## src/rtl/pipe_pkg.sv

```systemverilog
// Shared pipeline types: the handshake state encoding and the ID->EXE stage bundle.
package pipe_pkg;

  localparam int XLEN       = 32;
  localparam int REG_ADDR_W = 5;
  localparam int ALU_CTRL_W = 4;

  localparam logic [ALU_CTRL_W-1:0] ALU_NOP = '0;

  typedef enum logic [1:0] {
    EMPTY = 2'd0,
    ONE   = 2'd1,
    FULL  = 2'd2
  } pipe_state_e;

  typedef struct packed {
    logic [XLEN-1:0]       pc;
    logic [XLEN-1:0]       branchAddr;
    logic [REG_ADDR_W-1:0] writeAddr;
    logic [XLEN-1:0]       reg1;
    logic [XLEN-1:0]       reg2;
    logic [XLEN-1:0]       storeData;
    logic [XLEN-1:0]       writeData;
    logic [ALU_CTRL_W-1:0] aluCtrl;
    logic                  lwSel;
    logic                  movSel;
    logic                  regWrite;
    logic                  dmRead;
    logic                  dmWrite;
  } id_exe_bundle_t;

  localparam int ID_EXE_W = $bits(id_exe_bundle_t);

  // A NOP bundle: ALU idle, no register or memory side effects.
  localparam id_exe_bundle_t ID_EXE_NOP = '{
    pc: '0, branchAddr: '0, writeAddr: '0, reg1: '0, reg2: '0,
    storeData: '0, writeData: '0, aluCtrl: ALU_NOP, lwSel: 1'b0,
    movSel: 1'b0, regWrite: 1'b0, dmRead: 1'b0, dmWrite: 1'b0
  };

endpackage

```

## src/rtl/pipe_stage_reg_sat_counter.sv

```systemverilog
// Saturating up-counter with synchronous clear; used to count downstream stall cycles.
module sat_counter #(
  parameter int W = 16
) (
  input  logic         clk,
  input  logic         rst,
  input  logic         inc,
  input  logic         clear,
  output logic [W-1:0] count
);

  logic [W-1:0] count_q;

  // Holds at all-ones instead of wrapping so long stalls stay visible.
  always_ff @(posedge clk or negedge rst) begin
    if (!rst) begin
      count_q <= '0;
    end else if (clear) begin
      count_q <= '0;
    end else if (inc && (count_q != '1)) begin
      count_q <= count_q + W'(1);
    end
  end

  assign count = count_q;

endmodule

```

## src/rtl/pipe_stage_reg.sv

```systemverilog
// Pipeline-stage register with valid/ready handshake, optional two-entry skid buffer,
// synchronous flush and a saturating stall counter.
module pipe_stage_reg
  import pipe_pkg::*;
#(
  parameter int                DATA_W    = 200,
  parameter logic [DATA_W-1:0] RESET_VAL = '0,
  parameter bit                SKID      = 1'b1,
  parameter int                CNT_W     = 16
) (
  input  logic              clk,
  input  logic              rst,
  input  logic              up_valid,
  output logic              up_ready,
  input  logic [DATA_W-1:0] up_data,
  output logic              dn_valid,
  input  logic              dn_ready,
  output logic [DATA_W-1:0] dn_data,
  input  logic              flush,
  output logic [CNT_W-1:0]  stall_cnt
);

  pipe_state_e       state_q, state_d;
  logic [DATA_W-1:0] main_q, main_d;
  logic [DATA_W-1:0] skid_q, skid_d;
  logic              upFire, dnFire;

  assign dn_valid = (state_q != EMPTY);
  assign dn_data  = main_q;
  assign upFire   = up_valid & up_ready;
  assign dnFire   = dn_valid & dn_ready;

  generate
    if (SKID) begin : g_skid
      // Ready comes straight from the state register, breaking the ready path.
      assign up_ready = (state_q != FULL);

      always_comb begin
        state_d = state_q;
        main_d  = main_q;
        skid_d  = skid_q;
        case (state_q)
          EMPTY: begin
            if (upFire) begin
              main_d  = up_data;
              state_d = ONE;
            end
          end
          ONE: begin
            if (upFire && dnFire) begin
              main_d = up_data;
            end else if (dnFire) begin
              state_d = EMPTY;
            end else if (upFire) begin
              skid_d  = up_data;
              state_d = FULL;
            end
          end
          FULL: begin
            if (dnFire) begin
              main_d  = skid_q;
              state_d = ONE;
            end
          end
          default: state_d = EMPTY;
        endcase
        if (flush) begin
          state_d = EMPTY;
          main_d  = RESET_VAL;
          skid_d  = RESET_VAL;
        end
      end
    end else begin : g_noskid
      assign up_ready = dn_ready | ~dn_valid;

      always_comb begin
        state_d = state_q;
        main_d  = main_q;
        skid_d  = RESET_VAL;
        if (upFire) begin
          main_d  = up_data;
          state_d = ONE;
        end else if (dnFire) begin
          state_d = EMPTY;
        end
        if (flush) begin
          state_d = EMPTY;
          main_d  = RESET_VAL;
        end
      end
    end
  endgenerate

  always_ff @(posedge clk or negedge rst) begin
    if (!rst) begin
      state_q <= EMPTY;
      main_q  <= RESET_VAL;
      skid_q  <= RESET_VAL;
    end else begin
      state_q <= state_d;
      main_q  <= main_d;
      skid_q  <= skid_d;
    end
  end

  // Flush leaves the stall history intact; only reset clears it.
  sat_counter #(.W(CNT_W)) u_stall_cnt (
    .clk   (clk),
    .rst   (rst),
    .inc   (dn_valid & ~dn_ready),
    .clear (1'b0),
    .count (stall_cnt)
  );

endmodule
```

## config.mk

```make
export PLATFORM = sky130hd
export DESIGN_NAME = pipe_stage_reg
export DESIGN_NICKNAME = d
export VERILOG_FILES = /design/src/rtl/pipe_pkg.sv /design/src/rtl/pipe_stage_reg_sat_counter.sv /design/src/rtl/pipe_stage_reg.sv
export SDC_FILE = /design/constraint.sdc
export NUM_CORES = 1
export LEC_CHECK = 0
export ABC_AREA = 1
export BUFFER_PORTS_ARGS = -buffer_cell sky130_fd_sc_hd__buf_2
export CORE_MARGIN = 4
export CORE_UTILIZATION = 40
export CTS_BUF_LIST = sky130_fd_sc_hd__clkbuf_16
export CTS_CLUSTER_DIAMETER = 100
export DETAILED_ROUTE_END_ITERATION = 8
export PLACE_DENSITY = 0.61
export SYNTH_ARGS = -nofsm -noshare
export SYNTH_HDL_FRONTEND = slang
export SYNTH_HIERARCHICAL = 1
export SYNTH_SLANG_ARGS = --single-unit
```

## constraint.sdc

```tcl
create_clock -name clk -period 2.6 [get_ports clk]
set_input_delay 0.39 -clock clk [delete_from_list [all_inputs] [get_ports clk]]
set_output_delay 0.39 -clock clk [all_outputs]
set_load 0.02 [all_outputs]
```

==> key figures <==
STA
  – Final period util: 0.9115
  – Post-layout min period: 2370 ps
  – RSZ-0062 raised after global routing: no
  – Maximum clock rate: 422.0 MHz
  – Worst-Margin Slew: 860.4 ps
  – Normalized max-slew margin: 0.4264
  – Final setup vio count: 0
  – Final Slew Violations: 0
  – Final TNS setup: 0 ps
  – Final count of hold timing violations: 0
  – Clk_skew: 12.89 ps

Final layout
  – Layout area overhead: 19.81%
  – Final net count: 3108
  – Layout cells sized above 1: 0.1844
  – Final non-filler cell total: 3614
  – Post-route cell area: 0.02425 sq mm
  – Fillers: 4985

GRT
  – Initial antenna violation count: 17
  – Largest net degree at the start of global routing: 166
  – First-pass GRT wire length: 102.9 mm
  – Total grt overflow: 0
  – Vias in the first global route: 18147
  – GRT Util Overall: 0.2351

Min path
  – Worst hold path type: input port to register

Power
  – PD cells: 1075 mW/mm^2
  – Power Internal: 14.94 mW
  – Max VDD drop: 1.012 mV
  – Leak: 12.90 nW
  – Psw: 11.12 mW
  – Switching Share: 0.4266
  – Comb pwr share: 0.392
  – Clock Power Share: 0.250
  – Sequential share of power: 0.358

Clock tree
  – Clock latency on the worst-skew pair: 570 ps
  – CTS tree: done
  – H-tree levels: 2
  – Reg clk slew, reported paths: 60 ps
  – CTS buffer count: 49
  – Clk sinks: 418
  – Clk buf depth: 3
  – Root buffer cell: clkbuf_16

Synthesis
  – Async set-or-reset flop fraction in the synthesized netlist: 1.000
  – Synth warn: 6
  – Largest area contributor in the netlist: dfrtp_1
  – Mean Syn Cell Area: 7.742 sq um
  – Number of synthesized flops with an enable pin: 0
  – Post-synth top flop: dfrtp_1
  – Sequential share of the synthesized area: 0.5168
  – Synth Instances: 2614
  – Largest cells by area after synthesis: dfrtp_1 (52%), nor2_1 (14%), nand2_1 (9.4%), o21ai_0 (9.0%), nand4_1 (6.5%)
  – Register bit total from synthesis: 418
  – Post-synth cell types: 30
  – Synth top area share: 0.5168
  – Post-Syn Area: 0.02024 sq mm

Place
  – Routability Congestion: 0.8461
  – Cell total after placement: 3517
  – DPL Wire Length: 38.83 mm
  – Placed Instance Area: 0.02268 sq mm
  – PortBufs: 422

Worst setup path
  – Worst EP arrival: 1980 ps
  – Max Fanout on Critical Path: 72
  – Crit path launch type: register
  – Crit end category: output port
  – Critical path type: register to output port
  – Worst EP required: 2210 ps

Routing
  – Final ANT Viol Nets: 0
  – Initial DRC count: 1596
  – DRT Wirelength: 65.61 mm
  – Total number of vias: 19221
  – Post-route DRC: 0
  – DR pass1 iterations: 7
  – Via/cell ratio: 5.318
  – WL per Instance: 18.16 microns

Floorplanning
  – Die area: 0.05426 sq mm
  – Chip width: 232.9 microns
  – Core area: 0.05007 sq mm
  – Cell row count: 82
  – Initial Util: 0.4042
  – Chip height: 232.9 microns
  – I/O pin count: 423

Run status
  – Status: finished clean

Job
  – MaxCap Viol Count: 0
[cell usage after synthesis, types with 3 or more instances]
master / n
o21ai_0: 364
nand2_1: 507
nand2_4: 4
nand3_1: 51
inv_2: 6
buf_6: 17
o21ai_1: 40
ha_1: 5
inv_1: 15
xor2_1: 3
nor2_1: 749
nand4_1: 209
buf_2: 103
clkbuf_1: 100
buf_4: 4
dfrtp_1: 418
[cell type report]
class	instances	area [sq um]	share of cell area
sequential	418	10460	0.4314
multi-input combinational	1949	8616	0.3553
timing repair buffer	458	2715	0.1120
clock buffer	49	1226	0.05057
tap	672	840.8	0.03467
clock inverter	33	255.2	0.01053
inverter	22	102.6	0.004231
antenna	13	32.53	0.001342
[cell families (layout without fill, tap and decap cells)]
family          count (synthesis)  in the layout  synth area share
other cells                     1             16         0.0001853
compound gates                409            409            0.1019
flops                         418            418            0.5168
xor+xnor                        5              5          0.002164
simple gates                 1527           1527            0.3152
buf+inv                       249            562           0.06059
fa+ha+maj                       5              5          0.003091
[state kept, by name, summed over array words and instances, names as in the netlist]
| register | count |
|---|---|
| dn_data | 200 |
| skid_q | 200 |
| state_q | 2 |
| u_stall_cnt/count | 16 |
[metrics by stage]
step                  util  power, mW  hold WS, ps  worst slack [ps]
finish              0.4843      26.06        75.41             230.2
global route        0.4840      27.74        45.07             144.8
CTS                 0.4837      26.36        32.11             175.9
detailed placement  0.4531      19.68        391.5             379.1
global placement    0.4531      19.48        391.6             502.0
floorplan                -      15.94        94.41             918.0
[cells in the final DEF (no fill, tap or decap), types with 2 or more instances in the layout]
| master | instances |
|---|---|
| a21oi_1 | 2 |
| buf_12 | 22 |
| buf_2 | 421 |
| buf_4 | 11 |
| bufinv_16 | 4 |
| clkbuf_16 | 49 |
| clkinv_1 | 6 |
| clkinv_2 | 3 |
| clkinvlp_4 | 2 |
| conb_1 | 3 |
| dfrtp_1 | 418 |
| diode_2 | 13 |
| ha_1 | 4 |
| inv_1 | 30 |
| inv_2 | 3 |
| inv_6 | 4 |
| nand2_1 | 505 |
| nand2_2 | 2 |
| nand2_4 | 5 |
| nand3_1 | 50 |
| nand3_4 | 2 |
| nand4_1 | 209 |
| nor2_1 | 749 |
| nor2_4 | 2 |
| o21ai_0 | 364 |
| o21ai_1 | 40 |
| o21bai_1 | 2 |
| xnor2_1 | 2 |
| xor2_1 | 3 |
[power groups by stage]
stage	logic, mW	registers, mW	clock network [mW]
finish	10.2	9.34	6.51
global placement	10.1	9.39	0
global route	11.3	9.52	6.94
floorplan	5.35	10.6	0
CTS	10.4	9.33	6.68
detailed placement	10.3	9.41	0
[per-layer routing]
metal | vias to the layer above | GRT usage | routed length (microns) | part of all wire
met5 | - | 0 | 73 | 0.0011
met4 | 12 | 0.07639 | 1819 | 0.028
met3 | 108 | 0.04714 | 4856 | 0.074
met2 | 673 | 0.3614 | 30090 | 0.46
met1 | 9269 | 0.3348 | 28770 | 0.44
li1 | 9159 | - | - | -
[final timing paths]
path	start	end	slack (ps)	cells past startpoint
max	state_q[0]	up_ready	230	5
min	up_data[161]	skid_q[161]	80	3
max reg2reg	state_q[0]	dn_data[42]	370	11
min reg2reg	dn_data[73]	dn_data[73]	460	2
max in group asynchronous	rst	skid_q[69]	1380	3
min in group asynchronous	rst	dn_data[187]	370	2
[critical path: stages (launching register included)]
cell and delay [ps]:
dfrtp_1 390, inv_1 110, ha_4 200, inv_6 90, buf_16 340, buf_2 250
[timing repair]
item / CTS / global route
setup endpoints to repair: 1 / 0
endpoints found under the hold margin: 47 / 0
hold buffers: 1 / 0
setup buffers: 0 / 0
gates resized for setup: 1 / 0
(Power assumes the default switching activity.)
